## src/rtl/exe_decode_pipe.sv

```systemverilog
// Execute-decode stage: per-lane uop decode and immediate expansion,
// held in a 2-entry bundle buffer with valid/ready handshakes.
package exe_decode_pkg;

    localparam int UOPC_W = 5;

    localparam logic [4:0] UOP_LUI   = 5'd0;
    localparam logic [4:0] UOP_AUIPC = 5'd1;
    localparam logic [4:0] UOP_JALR  = 5'd2;
    localparam logic [4:0] UOP_BEQ   = 5'd3;
    localparam logic [4:0] UOP_BNE   = 5'd4;
    localparam logic [4:0] UOP_BLT   = 5'd5;
    localparam logic [4:0] UOP_BGE   = 5'd6;
    localparam logic [4:0] UOP_BLTU  = 5'd7;
    localparam logic [4:0] UOP_BGEU  = 5'd8;
    localparam logic [4:0] UOP_ADDI  = 5'd9;
    localparam logic [4:0] UOP_SLTI  = 5'd10;
    localparam logic [4:0] UOP_SLTIU = 5'd11;
    localparam logic [4:0] UOP_XORI  = 5'd12;
    localparam logic [4:0] UOP_ORI   = 5'd13;
    localparam logic [4:0] UOP_ANDI  = 5'd14;
    localparam logic [4:0] UOP_SLLI  = 5'd15;
    localparam logic [4:0] UOP_SRLI  = 5'd16;
    localparam logic [4:0] UOP_SRAI  = 5'd17;
    localparam logic [4:0] UOP_ADD   = 5'd18;
    localparam logic [4:0] UOP_SUB   = 5'd19;
    localparam logic [4:0] UOP_SLL   = 5'd20;
    localparam logic [4:0] UOP_SLT   = 5'd21;
    localparam logic [4:0] UOP_SLTU  = 5'd22;
    localparam logic [4:0] UOP_XOR   = 5'd23;
    localparam logic [4:0] UOP_SRL   = 5'd24;
    localparam logic [4:0] UOP_SRA   = 5'd25;
    localparam logic [4:0] UOP_OR    = 5'd26;
    localparam logic [4:0] UOP_AND   = 5'd27;

    typedef enum logic [2:0] {IMM_I, IMM_S, IMM_B, IMM_U, IMM_J} imm_type_e;
    typedef enum logic [3:0] {
        ALU_ADD, ALU_SUB, ALU_SLL, ALU_SLT, ALU_SLTU,
        ALU_XOR, ALU_SRL, ALU_SRA, ALU_OR, ALU_AND
    } alufn_e;
    typedef enum logic [1:0] {OPR1_ZERO, OPR1_RS1, OPR1_PC} opr1_e;
    typedef enum logic {OPR2_IMM, OPR2_RS2} opr2_e;
    typedef enum logic [2:0] {
        BR_NONE, BR_EQ, BR_NE, BR_LT, BR_GE, BR_LTU, BR_GEU, BR_JALR
    } brfn_e;

    typedef struct packed {
        alufn_e alufn;
        opr1_e  opr1;
        opr2_e  opr2;
        brfn_e  brfn;
        logic   illegal;
    } ctrl_t;

    localparam ctrl_t CTRL_DEF = '{ALU_ADD, OPR1_ZERO, OPR2_IMM, BR_NONE, 1'b0};

    function automatic ctrl_t ctl(input alufn_e a, input opr1_e o1,
                                  input opr2_e o2, input brfn_e b);
        return '{a, o1, o2, b, 1'b0};
    endfunction

    function automatic ctrl_t decode(input logic [4:0] uopc, input logic v);
        ctrl_t c;
        c = CTRL_DEF;
        case (uopc)
            UOP_LUI:   c = CTRL_DEF;
            UOP_AUIPC: c = ctl(ALU_ADD, OPR1_PC, OPR2_IMM, BR_NONE);
            UOP_JALR:  c = ctl(ALU_ADD, OPR1_RS1, OPR2_IMM, BR_JALR);
            UOP_BEQ:   c = ctl(ALU_ADD, OPR1_PC, OPR2_IMM, BR_EQ);
            UOP_BNE:   c = ctl(ALU_ADD, OPR1_PC, OPR2_IMM, BR_NE);
            UOP_BLT:   c = ctl(ALU_ADD, OPR1_PC, OPR2_IMM, BR_LT);
            UOP_BGE:   c = ctl(ALU_ADD, OPR1_PC, OPR2_IMM, BR_GE);
            UOP_BLTU:  c = ctl(ALU_ADD, OPR1_PC, OPR2_IMM, BR_LTU);
            UOP_BGEU:  c = ctl(ALU_ADD, OPR1_PC, OPR2_IMM, BR_GEU);
            UOP_ADDI:  c = ctl(ALU_ADD, OPR1_RS1, OPR2_IMM, BR_NONE);
            UOP_SLTI:  c = ctl(ALU_SLT, OPR1_RS1, OPR2_IMM, BR_NONE);
            UOP_SLTIU: c = ctl(ALU_SLTU, OPR1_RS1, OPR2_IMM, BR_NONE);
            UOP_XORI:  c = ctl(ALU_XOR, OPR1_RS1, OPR2_IMM, BR_NONE);
            UOP_ORI:   c = ctl(ALU_OR, OPR1_RS1, OPR2_IMM, BR_NONE);
            UOP_ANDI:  c = ctl(ALU_AND, OPR1_RS1, OPR2_IMM, BR_NONE);
            UOP_SLLI:  c = ctl(ALU_SLL, OPR1_RS1, OPR2_IMM, BR_NONE);
            UOP_SRLI:  c = ctl(ALU_SRL, OPR1_RS1, OPR2_IMM, BR_NONE);
            UOP_SRAI:  c = ctl(ALU_SRA, OPR1_RS1, OPR2_IMM, BR_NONE);
            UOP_ADD:   c = ctl(ALU_ADD, OPR1_RS1, OPR2_RS2, BR_NONE);
            UOP_SUB:   c = ctl(ALU_SUB, OPR1_RS1, OPR2_RS2, BR_NONE);
            UOP_SLL:   c = ctl(ALU_SLL, OPR1_RS1, OPR2_RS2, BR_NONE);
            UOP_SLT:   c = ctl(ALU_SLT, OPR1_RS1, OPR2_RS2, BR_NONE);
            UOP_SLTU:  c = ctl(ALU_SLTU, OPR1_RS1, OPR2_RS2, BR_NONE);
            UOP_XOR:   c = ctl(ALU_XOR, OPR1_RS1, OPR2_RS2, BR_NONE);
            UOP_SRL:   c = ctl(ALU_SRL, OPR1_RS1, OPR2_RS2, BR_NONE);
            UOP_SRA:   c = ctl(ALU_SRA, OPR1_RS1, OPR2_RS2, BR_NONE);
            UOP_OR:    c = ctl(ALU_OR, OPR1_RS1, OPR2_RS2, BR_NONE);
            UOP_AND:   c = ctl(ALU_AND, OPR1_RS1, OPR2_RS2, BR_NONE);
            default:   c.illegal = v;
        endcase
        return c;
    endfunction

    // Packed layout keeps the sign in p[19] for every format.
    function automatic logic [31:0] expand_imm(input logic [19:0] p,
                                               input imm_type_e t);
        case (t)
            IMM_B:   return {{20{p[19]}}, p[8], p[18:13], p[12:9], 1'b0};
            IMM_J:   return {{12{p[19]}}, p[7:0], p[8], p[18:9], 1'b0};
            IMM_U:   return {p, 12'h000};
            default: return {{20{p[19]}}, p[19:8]};
        endcase
    endfunction

endpackage

module exe_decode_pipe
    import exe_decode_pkg::*;
#(
    parameter int LANES = 2,
    parameter int TAG_W = 6,
    parameter int CNT_W = 16
) (
    input  logic                         clk,
    input  logic                         rst,
    input  logic                         flush,
    input  logic                         in_valid,
    output logic                         in_ready,
    input  logic [LANES-1:0]             in_lane_v,
    input  logic [LANES-1:0][UOPC_W-1:0] in_uopc,
    input  logic [LANES-1:0][19:0]       in_imm_packed,
    input  imm_type_e [LANES-1:0]        in_imm_type,
    input  logic [LANES-1:0][31:0]       in_pc,
    input  logic [LANES-1:0][TAG_W-1:0]  in_tag,
    output logic                         out_valid,
    input  logic                         out_ready,
    output logic [LANES-1:0]             out_lane_v,
    output logic [LANES-1:0][31:0]       out_pc,
    output logic [LANES-1:0][TAG_W-1:0]  out_tag,
    output alufn_e [LANES-1:0]           out_alufn,
    output opr1_e [LANES-1:0]            out_opr1,
    output opr2_e [LANES-1:0]            out_opr2,
    output brfn_e [LANES-1:0]            out_brfn,
    output logic [LANES-1:0][31:0]       out_imm,
    output logic [LANES-1:0]             out_illegal,
    output logic [CNT_W-1:0]             illegal_cnt
);

    ctrl_t [LANES-1:0]             dec_ctrl;
    logic  [LANES-1:0][31:0]       dec_imm;

    ctrl_t [LANES-1:0]             mem_ctrl [2];
    logic  [LANES-1:0][31:0]       mem_imm  [2];
    logic  [LANES-1:0][31:0]       mem_pc   [2];
    logic  [LANES-1:0][TAG_W-1:0]  mem_tag  [2];
    logic  [LANES-1:0]             mem_v    [2];

    logic [1:0]   cnt;
    logic         wr_ptr;
    logic         rd_ptr;
    logic         push;
    logic         pop;
    logic [2:0]   ill_pop;
    logic [CNT_W:0] ill_sum;

    assign in_ready  = (cnt != 2'd2);
    assign out_valid = (cnt != 2'd0);
    assign push      = in_valid & in_ready & ~flush;
    assign pop       = out_valid & out_ready & ~flush;

    for (genvar i = 0; i < LANES; i++) begin : g_lane
        assign dec_ctrl[i]    = decode(in_uopc[i], in_lane_v[i]);
        assign dec_imm[i]     = expand_imm(in_imm_packed[i], in_imm_type[i]);
        assign out_alufn[i]   = mem_ctrl[rd_ptr][i].alufn;
        assign out_opr1[i]    = mem_ctrl[rd_ptr][i].opr1;
        assign out_opr2[i]    = mem_ctrl[rd_ptr][i].opr2;
        assign out_brfn[i]    = mem_ctrl[rd_ptr][i].brfn;
        assign out_illegal[i] = mem_ctrl[rd_ptr][i].illegal;
    end

    assign out_lane_v = mem_v[rd_ptr];
    assign out_pc     = mem_pc[rd_ptr];
    assign out_tag    = mem_tag[rd_ptr];
    assign out_imm    = mem_imm[rd_ptr];

    always_comb begin
        ill_pop = '0;
        for (int i = 0; i < LANES; i++) begin
            ill_pop = ill_pop + 3'(dec_ctrl[i].illegal);
        end
    end

    assign ill_sum = {1'b0, illegal_cnt} + (CNT_W+1)'(ill_pop);

    always_ff @(posedge clk or posedge rst) begin
        if (rst) begin
            cnt    <= '0;
            wr_ptr <= 1'b0;
            rd_ptr <= 1'b0;
            for (int e = 0; e < 2; e++) begin
                mem_v[e]   <= '0;
                mem_imm[e] <= '0;
                mem_pc[e]  <= '0;
                mem_tag[e] <= '0;
                for (int l = 0; l < LANES; l++) begin
                    mem_ctrl[e][l] <= CTRL_DEF;
                end
            end
        end else if (flush) begin
            cnt    <= '0;
            wr_ptr <= 1'b0;
            rd_ptr <= 1'b0;
        end else begin
            if (push) begin
                mem_ctrl[wr_ptr] <= dec_ctrl;
                mem_imm[wr_ptr]  <= dec_imm;
                mem_pc[wr_ptr]   <= in_pc;
                mem_tag[wr_ptr]  <= in_tag;
                mem_v[wr_ptr]    <= in_lane_v;
                wr_ptr           <= ~wr_ptr;
            end
            if (pop) begin
                rd_ptr <= ~rd_ptr;
            end
            case ({push, pop})
                2'b10:   cnt <= cnt + 2'd1;
                2'b01:   cnt <= cnt - 2'd1;
                default: cnt <= cnt;
            endcase
        end
    end

    // Survives flush; only reset clears it.
    always_ff @(posedge clk or posedge rst) begin
        if (rst) begin
            illegal_cnt <= '0;
        end else if (push) begin
            illegal_cnt <= ill_sum[CNT_W] ? '1 : ill_sum[CNT_W-1:0];
        end
    end

endmodule
```

## config.mk

```make
export PLATFORM = sky130hd
export DESIGN_NAME = exe_decode_pipe
export DESIGN_NICKNAME = d
export VERILOG_FILES = /design/src/rtl/exe_decode_pipe.sv
export SDC_FILE = /design/constraint.sdc
export NUM_CORES = 1
export LEC_CHECK = 0
export BUFFER_PORTS_ARGS = -buffer_cell sky130_fd_sc_hd__buf_4
export CAP_MARGIN = 20
export CELL_PAD_IN_SITES_DETAIL_PLACEMENT = 1
export CELL_PAD_IN_SITES_GLOBAL_PLACEMENT = 1
export CORE_MARGIN = 2
export CORE_UTILIZATION = 42
export CTS_CLUSTER_DIAMETER = 50
export DETAILED_ROUTE_END_ITERATION = 10
export GPL_TIMING_DRIVEN = 0
export PLACE_DENSITY = 0.82
export SYNTH_ARGS = -nofsm -noshare
export SYNTH_HDL_FRONTEND = slang
export SYNTH_SLANG_ARGS = --single-unit
```

## constraint.sdc

```tcl
create_clock -name clk -period 13.1 [get_ports clk]
set_clock_uncertainty 0.05 [all_clocks]
set_input_delay 0 -clock clk [delete_from_list [all_inputs] [get_ports clk]]
set_output_delay 0 -clock clk [all_outputs]
set_load 0.01 [all_outputs]
```

# After elaboration in Yosys (flattened, before gate mapping)
# Cells that the tools add are included.
word_totals:
  input_bits: 139
  rom_bits: 0
  mem_count: 0
  ram_bits: 0
  word_cells: 168
  output_inout_bits: 182
  reg_bits: 348
  latchBits: 0
classes:
  reduce_logical: 10
  add_sub_neg: 4
  div: 0
  bitwise: 9
  shift: 0
  n_lt_le_gt_ge: 3
  muxes: 41
  eq_ne: 63
  mul: 0
op_table:
  columns: ["operator", "n"]
  rows:
  - ["case mux 10 bit (27 select lines)", 2]
  - ["two-way mux 64 bit", 7]
  - ["bitwise mux 128 bit", 2]
  - ["case mux 31 bit (3 select lines)", 2]
  - ["equality test 5 bit (second input constant)", 24]
  - ["two-way mux 22 bit", 4]
  - ["equality test 5 x 4 -> 1 bit (second input constant)", 16]
  - ["demux 64 bit (select 1 bit)", 1]
  - ["OR reduction 28 bit", 2]
  - ["two-way mux 12 bit", 4]
  - ["bitwise mux 44 bit", 1]
  - ["equality test 5 x 3 -> 1 bit (second input constant)", 8]
  - ["bitwise mux 24 bit", 1]
  - ["demux 22 bit (select 1 bit)", 1]
  - ["equality test 5 x 2 -> 1 bit (second input constant)", 4]
  - ["adder 16 x 2 -> 17 bit", 1]
  - ["two-way mux 16 bit", 1]
  - ["demux 12 bit (select 1 bit)", 1]
  - ["equality test 3 x 2 -> 1 bit (second input constant)", 4]
  - ["equality test 5 x 1 -> 1 bit (second input constant)", 2]
  - ["zero test 5 bit", 2]
  - ["two-way mux 2 bit", 5]
  - ["equality test 3 bit (second input constant)", 2]
  - ["two-way mux 1 bit", 6]
  - ["18 further kinds", 27]

# Longest topological paths before layout
# Gate-level depths: netlist of the first run.
logic_depth:
  depth_word: 6
  mapped_depth: 11
  ltp_nobuf: 8

# Worst setup path before layout of the first run
# No wires, ideal clock.
synth_path:
  path_type: "in2reg"
  from: "in in_uopc[4] in the netlist's numbering"
  to: "reg illegal_cnt[14]"
  stages: 9
  setup_ns: 0.125
  path_slack_ns: 10.843
  n_path_buf: 1
  t_arrival_ns: 2.082
  required_ns: 12.925
  cell_sequence: "clkbuf_1 > nand4_1 > fa_1 > inv_1 > ha_1 > and4_1 > nand4_1 > or4_1 > mux2_2"
synth_between:
  elab_chain_len: 6
  word_cells_on_any_way: 33
  cone_classes: "add/sub (2); eq/ne (27); mux (2); reduce/logical (2)"
synth_lines:
  columns: ["element", "line", "text"]
  rows:
  - ["from (decl)", "125", "input logic [LANES-1:0][UOPC_W-1:0] in_uopc,"]
  - ["equality test 5 bit, or another cell as far along", "65", "case (uopc)"]
  - ["OR reduction 28 bit (no line) *", null, null]
  - ["two-way mux 1 bit *", "65", null]
  - ["adder 1 x 1 -> 2 bit *", "184", "ill_pop = ill_pop + 3'(dec_ctrl[i].illegal);"]
  - ["adder 16 x 2 -> 17 bit *", "188", "assign ill_sum = {1'b0, illegal_cnt} + (CNT_W+1)'(ill_pop);"]
  - ["two-way mux 16 bit *", "233", "illegal_cnt <= ill_sum[CNT_W] ? '1 : ill_sum[CNT_W-1:0];"]
  - ["to (signal assigned)", "233", null]
  - ["to (decl)", "141", "output logic [CNT_W-1:0] illegal_cnt"]
# Mark *: on every way between the ends. The rest lies on a longest branch, timed or not.
# A chain may end at the register's enable or synchronous reset.

# Final worst setup path of the first run
layout_path:
  from: "in in_uopc[9] in the netlist's numbering"
  to: "reg illegal_cnt[14]"
# Same word-level chain as after synthesis.

==> reports/metrics.cfg, run 1 <==
[timing]
slew_viol_final = 0
setup-tns-final_ns = 0
grt_setup_unrepaired = no
worst_slew_pin_slew_ns = 0.963
min_period_ns = 2.98
relSlewSlack_pct = 35.7
setup-violations-final = 0
fin_crit_sh_pct = 22.8
fmax_mhz = 335
hold_slack_ns = 0.0994
hold_viol = 0

[power]
power_density_nw_per_um2 = 167
leakage_nw = 10.9
ir_drop_mv = 0.0981

[clock_tree]
cts.clk_slew.worst_paths_ns = 0.05
cts_resized = 0
post_cts_buffers = 0
cts_sinks = 348
cts-root-buf = clkbuf_16
clk_latency_ns = 0.56
cts_inserted_buffers = 43
cts_buffer_depth = 3
htreeDepth = 2
cts_tree = yes
cts_hold_buf = 147

[worst_setup_path]
cp-endpoint = illegal_cnt[14]$_DFFE_PP0P_
cp-start-kind = primary input
path_max_fanout = 10
r2r_slack_ns = 10.45
r2r_end = mem_pc[7]$_DFFE_PP0P_
r2r_start = cnt[1]$_DFFE_PP0P_
crit_type = primary input to flip-flop
rr_worst_depth = 7
cp.required_ns = 13.49
critPathLaunch = in_uopc[9]
end_kind = flip-flop
critPathArrivalTime_ns = 3.37

[grt]
grt_max_degree = 129
grt_pass1_wl_mm = 96.2
grt-ovfl-total = 0
grt_util_met3_pct = 6.40
grt_pass1_vias = 16726
antenna_found_initial = 6
groute.usage.overall_pct = 31.7
grtUsageMet1_pct = 36.8
grt-busiest-layer = met2
grtUsageMet2_pct = 55.8

[layout]
final_cell_area_sq_um = 22200
drive_gt1_share_pct = 29.4
finalNetCount = 2328
syn_to_final_growth_pct = 37.9

[routing]
vias = 14949
firstDrtPassIters = 4
wirelength_mm = 63.0
drtIter0Drc = 557
antenna_left = 0
vias_per_cell = 5.46
drc = 0
wl_per_cell_microns = 23.0

[synthesis]
synth_top_cell_area_share_pct = 54.1
synth_area_leaders = dfrtp_1 54%, nand2_1 15%, mux2_2 13%
synthArstFlopShare_pct = 100
netlist_top_cells_count = 636 x nand2_1, 348 x dfrtp_1, 181 x mux2_2
syn_area_sq_um = 16100
synth_ff_type = dfrtp_1
ys_warn_count = 0
yosysSeqAreaShare_pct = 54.1
synth_cell_types = 54
synth-edff-count = 0
synth_largest_area_cell = dfrtp_1
synth.most_common_cell = nand2_1
ys_ff_latch = 348
synthCells = 1674
synth_nets = 1815
avgSynthCellArea_sq_um = 9.61

[placed_design]
hpwl_mm = 37.7
postPlaceCellArea_sq_um = 19200
port_buffers = 318
gp_congestion = 0.837

[floorplan]
die_w_microns = 200
io_pins = 321
start_util_pct = 42.7
rows = 71
core_region_area_sq_um = 37700
die_area_sq_um = 39900
die_y_microns = 200

[status]
run_status = finished clean

[run]
cap_violations = 0

[hold_path]
hp-class = primary input to flip-flop

critical path: stages:
cell and delay, ns:
dlygate4sd3_1 0.53, buf_4 0.13, clkbuf_1 0.38, nand4_1 0.39, fa_1 0.55, inv_1 0.09, ha_1 0.19, and4_1 0.23
nand4_1 0.16, or4_1 0.43, mux2_2 0.29
state kept, by name (all words and copies together) (netlist names):
name / flops
cnt: 2
illegal_cnt: 16
mem_v: 4
mem_ctrl: 44
rd_ptr: 1
wr_ptr: 1
mem_imm: 128
mem_tag: 24
mem_pc: 128
kinds of logic (layout without fill, tap and decap cells):
family | count (synthesis) | after routing | share of synthesized area (%)
buffers and inverters | 122 | 668 | 3.47
AO/OA/AOI/OAI | 201 | 201 | 7.14
AND/OR/NAND/NOR | 776 | 776 | 19.7
adder cells (fa/ha/maj) | 2 | 2 | 0.202
XOR/XNOR | 9 | 9 | 0.490
flip-flops | 348 | 348 | 54.1
other | 0 | 6 | 0
multiplexers | 216 | 216 | 14.9
placed cells by master, fill, tap and decap left out, types with 5 or more instances in the layout:
cell type      count
nand3_2            6
nor2b_1            9
inv_1             10
nor3b_1            5
dfrtp_1          348
nor2_1            48
nand2_1          636
bufinv_16          5
o21ai_1           72
nand3_1           16
mux2_1             8
nand2b_1           8
o21ai_0           54
diode_2            6
xor2_1             5
buf_2             47
clkinv_4           7
a21oi_1           10
mux2i_1           27
dlygate4sd3_1    147
mux2_2           181
clkinv_2           6
clkbuf_16         45
o31ai_1            7
clkbuf_1          55
a31oi_1           36
nor3_1             7
nand2_2            5
buf_4            325
nand4_1            8
worst min-delay path by stage:
stage | startpoint | slack (ns) | to | cells after the start
2_1_floorplan | flush | 0.02 | cnt[0]$_DFFE_PP0P_ | 1
6_report | in_uopc[0] | 0.1 | mem_ctrl[31]$_DFFE_PP0P_ | 5
4_1_cts | in_uopc[0] | 0.08 | mem_ctrl[1]$_DFFE_PP0P_ | 6
5_1_grt | in_uopc[5] | 0.14 | mem_ctrl[42]$_DFFE_PP0P_ | 5
3_5_place_dp | rst | 0.04 | mem_imm[105]$_DFFE_PP0P_ | 2
3_3_place_gp | in_pc[32] | 0.15 | mem_pc[96]$_DFFE_PP0P_ | 3
layer usage:
| layer | part of all wire [%] | routed length [microns] |
|---|---|---|
| met1 | 38 | 24200 |
| met3 | 6.1 | 3870 |
| met4 | 4.8 | 3020 |
| met5 | 0 | 0 |
| met2 | 51 | 31900 |
report_power, final:
part,total [W],internal (W),switching (W)
clock,0.00125,0.000754,0.000501
sequential,0.00148,0.00133,0.000152
combinational,0.000960,0.000451,0.000509
total,0.00370,0.00253,0.00116
metrics by stage:
stage | setup WS, ns | total power (W) | util, % | instances
2_1_floorplan | 3.40 | 0.00194 | - | 1674
3_3_place_gp | -0.274 | 0.00230 | 50.8 | 2503
3_5_place_dp | 10.18 | 0.00236 | 51.0 | 2506
4_1_cts | 10.11 | 0.00366 | 58.9 | 2731
5_1_grt | 9.97 | 0.00386 | 58.9 | 2737
6_report | 10.12 | 0.00370 | 58.9 | 2737
area by class of cell:
type                            count  area [sq um]
Inverter                           12          52.6
Fill cell                        4235         15500
Tap cell                          511           639
Clock buffer                       54          1200
Clock inverter                     24           289
Antenna cell                        6          15.0
Buffer                            110           513
Multi-Input combinational cell   1204          6830
Timing Repair Buffer              468          3940
Sequential cell                   348          8710
Note: power is estimated with default switching activity, not from simulation.
==> inputs of run 2 (changes only) <==
- CORE_UTILIZATION: 42 -> 38
- PLACE_DENSITY: 0.82 -> 0.78
- clock period: 13.1 -> 2.6 ns (I/O delays scaled with it)
==> run 2 against run 1 <==
Compared with the run above: global-route usage is 4.4 points lower; sequential power grew to 5.0 times the previous value; clock-buffer cell count is 8 higher; sequential share of layout area is 0.19 points lower; hold slack worse by 0.079 ns; die area is 10% higher; critical path depth is 7 lower; sequential cell count stayed put; critical endpoint is now out_imm[48]; largest power group unchanged.
==> reports/metrics.cfg, run 2 (synthesis gave the netlist of run 1 again) <==
[routing]
firstDrtPassIters = 5  ; +1
antenna_left = 0  ; unchanged
wl_per_cell_microns = 21.4  ; -6.9%
drtIter0Drc = 736  ; +32%
vias = 14444  ; -3.4%
drc = 0  ; unchanged
vias_per_cell = 5.22  ; -4.4%
wirelength_mm = 59.3  ; -5.9%

[timing]
setup-violations-final = 0  ; unchanged
relSlewSlack_pct = 44.8  ; +9.2 points
fin_crit_sh_pct = 94.9
fmax_mhz = 405
min_period_ns = 2.47
setup-tns-final_ns = 0  ; unchanged
hold_viol = 0  ; unchanged
worst_slew_pin_slew_ns = 0.826  ; -0.137 ns
slew_viol_final = 0  ; unchanged
fin_ws_ns = 0.132  ; -9.99 ns

[worst_setup_path]
crit_chain = clkbuf_2 -> clkbuf_1 -> mux2_2 -> buf_4
path_max_fanout = 10  ; unchanged
crit_type = flip-flop to output port
cp.required_ns = 2.55  ; -10.94 ns
end_kind = output port
cp-start-kind = flip-flop
critPathArrivalTime_ns = 2.42  ; -0.95 ns
critPathBufInv = 3  ; -1
critPathSlowestCell = clkbuf_1
cpLargestDelayFamily = buffers and inverters
crit_path_max_incr_delay_ns = 0.52  ; -0.03 ns

[layout]
syn_to_final_growth_pct = 38.5
largest_registers = mem_imm: 128 flops, mem_pc: 128 flops, mem_ctrl: 44 flops
multiInputGateArea_sq_um = 6830  ; about the same
drive_gt1_share_pct = 30.4  ; +1.0 points
regArea_sq_um = 8710  ; unchanged
layout_common_cells = 636 x nand2_1, 348 x dfrtp_1, 328 x buf_4
fillers = 4689  ; +11%
layout_commonest_cell = nand2_1
fin_util_pct = 53.3  ; -5.6 points
finalNetCount = 2336  ; +0.34%

[grt]
antenna_found_initial = 2  ; -4
grt_pass1_wl_mm = 92.8  ; -3.5%
grt_max_degree = 43  ; -67%
grt_pass1_vias = 16325  ; -2.4%
groute.usage.overall_pct = 27.3  ; -4.4 points
grt-ovfl-total = 0  ; unchanged

[clock_tree]
cts_tree = yes
cts_buffer_depth = 3  ; unchanged
clk_latency_ns = 0.56  ; about the same
cts.clk_slew.worst_paths_ns = 0.06  ; about the same
cts_inserted_buffers = 46  ; +7.0%
htreeDepth = 2  ; unchanged
cts_sinks = 348  ; unchanged
cts-root-buf = clkbuf_16

[power]
power_density_nw_per_um2 = 826  ; +400%
leakage_nw = 11.0  ; +0.83%
power_w = 0.0184  ; +400%
ir_drop_mv = 0.524  ; +430%

[placed_design]
hpwl_mm = 39.0  ; +3.3%
pre_cts_ws_ns = -0.329  ; -10.51 ns
port_buffers = 318  ; unchanged
gp_congestion = 0.837  ; about the same

[floorplan]
start_util_pct = 38.5  ; -4.3 points
die_w_microns = 210  ; +5.0%
die_area_sq_um = 44000  ; +10%
core_region_area_sq_um = 41900  ; +11%
die_y_microns = 210  ; +5.0%
io_pins = 321  ; unchanged
rows = 75  ; +5.6%

[status]
run_status = finished clean

[hold_path]
hp-class = primary input to flip-flop

[run]
cap_violations = 0  ; unchanged

## run 2: cell count changes in the layout (fill, tap and decap cells not counted), moves of 3 or more
| cell | before | now |
|---|---|---|
| dlygate4sd3_1 | 147 | 143 |
| clkbuf_1 | 55 | 41 |
| buf_16 | 3 | 0 |
| clkbuf_2 | 0 | 18 |
| buf_4 | 325 | 328 |
| clkinv_4 | 7 | 2 |
| diode_2 | 6 | 2 |
| buf_12 | 0 | 9 |
## run 2: path summary, 6_finish.rpt
kind / startpoint / endpoint / slack (ns) / depth (start not counted)
setup / recovery: rd_ptr$_DFFE_PP0P_ / out_imm[48] / 0.13 / 4
hold / removal: in_uopc[3] / mem_ctrl[5]$_DFFE_PP0P_ / 0.02 / 4
setup reg to reg: cnt[1]$_DFFE_PP0P_ / mem_pc[20]$_DFFE_PP0P_ / 0.21 / 7
hold reg to reg: mem_pc[108]$_DFFE_PP0P_ / mem_pc[108]$_DFFE_PP0P_ / 0.42 / 2
max in group asynchronous: rst / illegal_cnt[7]$_DFFE_PP0P_ / 1.11 / 6
min in group asynchronous: rst / mem_imm[49]$_DFFE_PP0P_ / 0.11 / 3
## run 2: through the flow
| step | cell area, sq um | hold slack (ns) | instances |
|---|---|---|---|
| 4_1_cts | 22300 | 0.000836 | 2761 |
| 2_1_floorplan | 16100 | 0.0164 | 1674 |
| 6_report | 22300 | 0.0209 | 2766 |
| 3_5_place_dp | 19300 | 0.146 | 2540 |
| 3_3_place_gp | 19200 | 0.152 | 2531 |
| 5_1_grt | 22300 | 0.0510 | 2766 |
## run 2: repair_timing
item,4_1_cts,5_1_grt
resized for setup,12,13
hold endpoints to repair,353,5
pin swaps,0,2
hold buffers,143,1
buffers inserted,0,3
endpoints found under the setup margin,150,43
## run 2: worst register-to-register path, cell delays in order (launching register included)
cell and delay (ns):
dfrtp_1 0.42, nor2b_2 0.31, inv_2 0.08, nand3_1 0.34, buf_2 0.43, buf_1 0.49, nand2_1 0.11, nand2_1 0.10
## run 2: final cells by class
class                   instances  area share (%)
flip-flops and latches        348            39.1
multi-input cells            1204            30.6
repair buffers                473            18.0
clock buffers                  62            5.80
well taps                     539            3.03
plain buffers                 110            2.40
clock inverters                16           0.791
inverters                      12           0.219
diodes                          2          0.0225
## run 2: metal layers
layer  track usage, %  up-vias  part of all wire, %
li1                 -     6607                    -
met1             33.0     7329                   41
met2             47.5      389                   50
met3             6.06      119                  6.0
met4             10.4        0                  3.2
met5                0        -                    0
## run 2: where the power goes
part           total (W)  switching, W  leakage [nW]  internal [W]
Clock            0.00623       0.00246         0.712       0.00377
Sequential       0.00741      0.000707          4.36       0.00670
Combinational    0.00477       0.00248          5.95       0.00229
